`config.mk`:
```
export PLATFORM = sky130hd
export DESIGN_NAME = sweep_decoder
export DESIGN_NICKNAME = d
export VERILOG_FILES = /design/src/rtl/decoder_pkg.sv /design/src/rtl/onehot_dec.sv /design/src/rtl/sweep_decoder.sv
export SDC_FILE = /design/constraint.sdc
export NUM_CORES = 1
export LEC_CHECK = 0
export BUFFER_PORTS_ARGS = -buffer_cell sky130_fd_sc_hd__buf_2
export CORE_MARGIN = 3
export CORE_UTILIZATION = 49
export DETAILED_ROUTE_END_ITERATION = 6
export PLACE_DENSITY = 0.85
export SLEW_MARGIN = 20
export SYNTH_ARGS = -nofsm -noshare
export SYNTH_HDL_FRONTEND = slang
export SYNTH_SLANG_ARGS = --single-unit
```
`constraint.sdc`:
```
create_clock -name clk -period 1.6 [get_ports clk]
set_input_delay 0.48 -clock clk [delete_from_list [all_inputs] [get_ports clk]]
set_output_delay 0.48 -clock clk [all_outputs]
set_load 0.01 [all_outputs]
```
`src/rtl/decoder_pkg.sv`:
```
// Shared types and helpers for the sweep decoder: FSM state encoding and a
// width-bounded one-hot helper.
package decoder_pkg;

  localparam int unsigned MAX_OUT_W = 64;

  typedef enum logic [1:0] {
    IDLE  = 2'd0,
    SWEEP = 2'd1,
    DONE  = 2'd2
  } state_t;

  // One-hot of sel within a vector of the given width; all-zero when sel is out of range.
  function automatic logic [MAX_OUT_W-1:0] onehot(input int unsigned sel,
                                                  input int unsigned width);
    logic [MAX_OUT_W-1:0] v;
    v = MAX_OUT_W'(1) << sel;
    if (sel >= width) v = '0;
    return v;
  endfunction

endpackage

```
`src/rtl/onehot_dec.sv`:
```
// Combinational binary-to-one-hot decoder with enable; output is all-zero when
// the enable is low.
module onehot_dec
  import decoder_pkg::*;
#(
  parameter int unsigned SEL_W = 5
) (
  input  logic [SEL_W-1:0]      sel,
  input  logic                  en,
  output logic [(2**SEL_W)-1:0] dec
);

  localparam int unsigned OUT_W = 2**SEL_W;

  always_comb begin
    dec = '0;
    if (en) dec = OUT_W'(onehot(32'(sel), OUT_W));
  end

endmodule

```
`src/rtl/sweep_decoder.sv`:
```
// Registered one-hot decoder with a one-shot sweep that walks every output
// (optionally skipping the top one) and pulses done when finished.
module sweep_decoder
  import decoder_pkg::*;
#(
  parameter int unsigned SEL_W    = 5,
  parameter bit          SKIP_TOP = 1'b1
) (
  input  logic                  clk,
  input  logic                  reset,
  input  logic [SEL_W-1:0]      in,
  input  logic                  en,
  input  logic                  sweep_start,
  output logic [(2**SEL_W)-1:0] out,
  output logic                  busy,
  output logic                  done
);

  localparam int unsigned OUT_W    = 2**SEL_W;
  localparam int unsigned LAST     = SKIP_TOP ? OUT_W - 2 : OUT_W - 1;
  localparam logic [SEL_W-1:0] LAST_SEL = SEL_W'(LAST);

  state_t           state, state_d;
  logic [SEL_W-1:0] cnt, cnt_d;
  logic [SEL_W-1:0] dec_sel_c;
  logic             dec_en_c;
  logic [OUT_W-1:0] dec_c;
  logic [OUT_W-1:0] out_d;
  logic             busy_d, done_d;

  // Select mux shared by the normal-decode and sweep paths
  always_comb begin
    dec_sel_c = in;
    dec_en_c  = 1'b0;
    case (state)
      IDLE: begin
        dec_sel_c = sweep_start ? '0 : in;
        dec_en_c  = sweep_start | en;
      end
      SWEEP: begin
        dec_sel_c = cnt;
        dec_en_c  = 1'b1;
      end
      default: ;
    endcase
  end

  onehot_dec #(.SEL_W(SEL_W)) u_dec (
    .sel (dec_sel_c),
    .en  (dec_en_c),
    .dec (dec_c)
  );

  // State and output registers
  always_ff @(posedge clk) begin
    if (reset) begin
      state <= IDLE;
      cnt   <= '0;
      out   <= '0;
      busy  <= 1'b0;
      done  <= 1'b0;
    end else begin
      state <= state_d;
      cnt   <= cnt_d;
      out   <= out_d;
      busy  <= busy_d;
      done  <= done_d;
    end
  end

  // Next-state logic; the sweep ends once the displayed bit reaches LAST
  always_comb begin
    state_d = state;
    case (state)
      IDLE:    if (sweep_start) state_d = SWEEP;
      SWEEP:   if (out[LAST])   state_d = DONE;
      DONE:    state_d = IDLE;
      default: state_d = IDLE;
    endcase
  end

  // Next register values; cnt saturates at LAST so it never wraps
  always_comb begin
    out_d  = '0;
    busy_d = 1'b0;
    done_d = 1'b0;
    cnt_d  = cnt;
    case (state)
      IDLE: begin
        out_d = dec_c;
        if (sweep_start) begin
          busy_d = 1'b1;
          cnt_d  = SEL_W'(1);
        end
      end
      SWEEP: begin
        if (out[LAST]) begin
          done_d = 1'b1;
          cnt_d  = '0;
        end else begin
          out_d  = dec_c;
          busy_d = 1'b1;
          cnt_d  = (cnt == LAST_SEL) ? cnt : cnt + SEL_W'(1);
        end
      end
      default: ;
    endcase
  end

endmodule

```
== After elaboration in Yosys (flattened, before gate mapping) ==
Index checks and enable logic that the tools add are counted.
W data, S select, Z words.

* Flip-flop bits (word level): 41
* Input port bits: 9
* Output and inout bits: 34
* Logic and storage cells: 36

* Add/subtract/negate cells: 1
* Equality and inequality tests: 5
* Shift operators: 1
* Multiplexer cells: 17
* Bitwise gates (word level): 2
* Reductions and logical operators: 5

{| class="wikitable"
|+ Operator list
! operator !! count
|-
| $mux W32 || 2
|-
| $pmux W32 S2 || 1
|-
| $shl A1 B5 Y32 const A || 1
|-
| $mux W5 || 4
|-
| $pmux W5 S2 || 2
|-
| $add A5 B1 Y5 const B || 1
|-
| $eq A5 B5 Y1 const B || 1
|-
| $mux W2 || 2
|-
| $ne A2 B2 Y1 const B || 2
|-
| $pmux W1 S2 || 2
|-
| $pmux W2 S2 || 1
|-
| $mux W1 || 3
|-
| $ne A3 B3 Y1 const B || 1
|-
| $reduce_and A3 Y1 || 1
|-
| $eq A2 B1 Y1 const B || 1
|-
| $logic_not A2 Y1 || 1
|-
| $reduce_and A2 Y1 || 1
|-
| $reduce_bool A2 Y1 || 1
|-
| $reduce_or A2 Y1 || 1
|-
| $not A1 Y1 || 1
|-
| $or A1 B1 Y1 || 1
|}

== Depth between registers and ports, before layout ==
* Depth after elaboration: 6
* Gate-level depth with buffers: 6
* Depth with buffers taken out: 6

== By module ==
A second synthesis with hierarchy kept.

* Cell total of the unflattened synthesis: 178
* Area, all modules: 1667.8 µm²

{| class="wikitable"
|+ By module, submodules not included
! module !! instances !! cells an instance !! area each (µm²) !! seq. area each (µm²)
|-
| sweep_decoder || 1 || 131 || 1433.9 || 820.8
|-
| onehot_dec || 1 || 47 || 234.0 || 0.0
|}

== Worst setup path after synthesis ==
Ideal clock, no wire load.

* Path kind: input port to flip-flop
* Start point: input reset
* End point: register out[0]
* Setup time: 0.067 ns
* Data arrival time: 1.402 ns
* Slack: 0.132 ns
* Stages: 4
* Buffers on the path: 0
* Cells stage by stage: a211o_1 > a2111oi_4 > nand3_1 > nor2_1

{| class="wikitable"
|+ RTL lines
! element !! line !! text
|-
| start, declared || sweep_decoder.sv:10 || <nowiki>input logic reset,</nowiki>
|-
| end signal, assigned || sweep_decoder.sv:65 || <nowiki>out <= out_d;</nowiki>
|-
| end, declared || sweep_decoder.sv:14 || <nowiki>output logic [(2**SEL_W)-1:0] out,</nowiki>
|}

== Final worst setup path ==
* Start point: register state[0]
* End point: register out[4]

* Word-level cells in the longest chain between the ends: 6
* Elaborated cells between the ends (all ways): 8

{| class="wikitable"
|+ RTL lines
! element !! line !! text
|-
| start, declared || sweep_decoder.sv:23 || <nowiki>state_t state, state_d;</nowiki>
|-
| start signal, assigned || sweep_decoder.sv:63 || <nowiki>state <= state_d;</nowiki>
|-
| $eq A2 B1 Y1 or $logic_not A2 Y1 (tied branches) || sweep_decoder.sv:35, sweep_decoder.sv:88 ||
|-
| $pmux W5 S2 || sweep_decoder.sv:35 || <nowiki>case (state)</nowiki>
|-
| $shl A1 B5 Y32 || decoder_pkg.sv:17 || <nowiki>v = MAX_OUT_W'(1) << sel;</nowiki>
|-
| $mux W32 || onehot_dec.sv:17 || <nowiki>if (en) dec = OUT_W'(onehot(32'(sel), OUT_W));</nowiki>
|-
| $mux W32 || sweep_decoder.sv:97 || <nowiki>if (out[LAST]) begin</nowiki>
|-
| $pmux W32 S2 * || sweep_decoder.sv:88 || <nowiki>case (state)</nowiki>
|}

Mark *: on every way between the ends. The rest lies on a longest branch, timed or not.
A chain may end at the register's enable or synchronous reset.

==> metrics <==
status=finished, final reports clean; Leakage Power=0.837 nW; crit path launch type=register; max_slew headroom=a little over two thirds; initial antenna violation count=0; worst-margin pin slew=approximately 0.45 ns; r2r startpoint=state[0]; post-synth design cell area=between 0.001 and 0.0015 mm^2; crit path time final=around 1.5 ns; Reg power frac=a little under 60%; synth unique cells=31; Avg WL per Cell=13.6 um; placed cell area=between 0.0015 and 0.002 mm^2; core area=about 0.0026 mm^2; peak supply drop=~0.001 V; Starting Density=between 50% and 60%; Hold Path Class=in -> reg; clk sink count=41; register area share after synthesis=approximately 60%; Data arrival, critical path=1.79 ns; DRC viols=0; Pwr per Cell Area=1020 mW/mm^2; min-delay src=reset; Hold WS=0.404 ns; Largest stage delay, worst path=0.39 ns; fin cells=approximately 220; grt ovf=0; Sw Ratio=around 25%; Hold Vio Cnt, Final=0; Comb power frac=slightly below 10%; Avg Inst Size Synth=approximately 10 um^2; post-synthesis compound-gate area fraction=around 14%; final instance area=~0.0017 mm^2; commonest non-fill, non-tap cell in the layout=buf_2; Adder-Cell Fraction of Synth Area=approximately 1.8%; vias in the first global route=roughly 1.1k; Max Transition Viols Final=0; fraction of synthesized area in multiplexers=less than 1%; Total Power=about 0.0018 W; CTS tree=done; diode count=0; via count=roughly 1.2k; DRT Wirelength=a little over 3 mm; Buf+Inv Stages, Crit Path=0; Placed Instances=approximately 220; fmax=approximately 660 MHz; largest family of logic cells by synthesized area=simple AND/OR/NAND/NOR gates; Final setup violation count=0; Mapped Cells=135; Tcrit/Tclk final=about 95%; Worst Setup SP=state[0]; CP Cell Sequence=a211o_1, a2111oi_4, nand3_1, nor2_1; Detail Route Antenna Nets=0; clk buf depth=2; RSZ-0062 raised after global routing=yes; clock skew=0.00868 ns; largest net degree at the start of global routing=14; die area=0.00347 mm^2; Syn Nets=146; Setup Fix Bufs, Post-CTS=0; CP max FO=9; Max Cap Violations=0; xor/xnor share of the synthesized area=under 10%; Core Rows=18; Layout Nets=just over 200; Root Buffer=clkbuf_4; Seq cells post-synth=41; CP endpoint kind=register; # hold bufs at CTS=0; chip height=between 50 and 60 um; Pint=about 0.0013 W; # port buffers=42; Skew-Pair Late Insertion Delay=between 0.3 and 0.4 ns; num ports=between 40 and 50; Synth Warn #=0; first-pass GRT wire length=about 4.6 mm; Layout area overhead=27.2%; die width=58.9 um; GPL Wtd Cong=between 0.8 and 0.9; CP Data Required Time=1.88 ns; post-synthesis simple-gate area fraction=just over 20%; initial drt markers=30; Clock power frac=between 30% and 40%; most frequent cells in the layout=42 x buf_2, 40 x dfxtp_1, 39 x nor2_1; clock-pin slew on the worst setup and hold paths=around 0.12 ns; H-tree Lvls=2; CP max stage cell=dfxtp_2; vias per inst=5.35; Psw=approximately 0.00045 W; Crit Path Category=reg -> reg; Worst path top cell family by delay=compound AO/OA/AOI/OAI gates; CTS Buf Count=5; GR Util All Layers=a little under a fifth; share of layout cells above drive strength 1=approximately a third; post-DP HPWL=about 2.3 mm; 1st-pass router iterations=4; # fillers=228
-- worst reg2reg max path, stage by stage (launching register included) --
cell	delay, ns
dfxtp_2	0.39
a211o_1	0.33
a2111oi_4	0.37
nand3_1	0.21
nor2_1	0.16
-- synth_stat cells --
library cell | n | area, um^2
a2111oi_4 | 1 | 27.5
a211o_1 | 1 | 8.76
a211oi_1 | 1 | 7.51
a21o_1 | 1 | 7.51
a21oi_1 | 2 | 10.0
a22o_1 | 4 | 35.0
a22oi_1 | 4 | 30.0
a31o_2 | 1 | 8.76
and3_1 | 1 | 6.26
and3b_1 | 3 | 26.3
buf_2 | 1 | 5.00
buf_6 | 1 | 11.3
dfxtp_1 | 41 | 821
ha_1 | 2 | 25.0
inv_1 | 2 | 7.51
mux2i_1 | 1 | 10.0
nand2_1 | 4 | 15.0
nand3_1 | 6 | 30.0
nand3b_1 | 1 | 7.51
nand4_1 | 5 | 31.3
nor2_1 | 39 | 146
nor2b_1 | 1 | 6.26
nor3_1 | 1 | 5.00
o211ai_1 | 2 | 15.0
o21ai_0 | 2 | 10.0
o21ai_1 | 1 | 5.00
o21ba_2 | 1 | 10.0
o21bai_1 | 1 | 7.51
o21bai_2 | 1 | 11.3
or3_1 | 1 | 6.26
xor2_1 | 2 | 17.5
-- power groups by stage --
stage	combinational (W)	clock [W]	sequential, W
3_3_place_gp	0.000162	0	0.00107
3_5_place_dp	0.000169	0	0.00107
2_1_floorplan	0.0000940	0	0.00108
6_report	0.000171	0.000554	0.00105
5_1_grt	0.000186	0.000602	0.00105
4_1_cts	0.000170	0.000557	0.00105
-- logic make-up (layout without fill, tap and decap cells) --
group	count (synthesis)	after routing
adder cells (fa/ha/maj)	2	2
buffers and inverters	4	62
multiplexers	1	1
AO/OA/AOI/OAI	23	23
flip-flops	41	41
XOR/XNOR	2	2
AND/OR/NAND/NOR	62	62
-- final cells by class --
class	instances	area [um^2]	share of cell area (%)
clock buffers	6	51.3	2.94
well taps	30	37.5	2.15
flip-flops and latches	41	822	47.1
clock inverters	2	13.8	0.789
multi-input cells	90	527	30.2
repair buffers	52	285	16.4
inverters	2	7.51	0.430
-- routing by layer --
layer  GRT usage [%]  vias up  wire (um)  share of wire (%)
met5               0        -          0                  0
met4            8.09        0         45                1.5
met2            30.6       57       1470                 49
li1                -      586          -                  -
met1            19.9      545       1250                 41
met3            7.24        6        260                8.6
-- stage by stage --
step | util, % | worst slack [ns] | TNS, ns
finish | 67.9 | 0.0873 | 0
global route | 67.9 | -0.0302 | -0.0692
CTS | 67.9 | 0.0384 | 0
detailed placement | 65.4 | -0.114 | -1.97
global placement | 65.4 | -0.0731 | -0.925
floorplan | - | 0.132 | 0
-- sequential cells by signal (all words and copies together), names as in the netlist --
| register | flops |
|---|---|
| busy | 1 |
| done | 1 |
| state | 2 |
| cnt | 5 |
| out | 32 |
-- worst paths after layout --
kind / to / slack, ns / cells past startpoint
worst min register to register: cnt[1] / 0.53 / 2
worst max-delay path: out[4] / 0.09 / 4
worst min-delay path: cnt[0] / 0.40 / 3
worst max register to register: out[4] / 0.09 / 4
-- what timing repair did --
item,CTS,global route
pin swaps,0,1
setup endpoints to repair,10,15
resized for setup,1,0
Power figures use the tool's default switching activity.
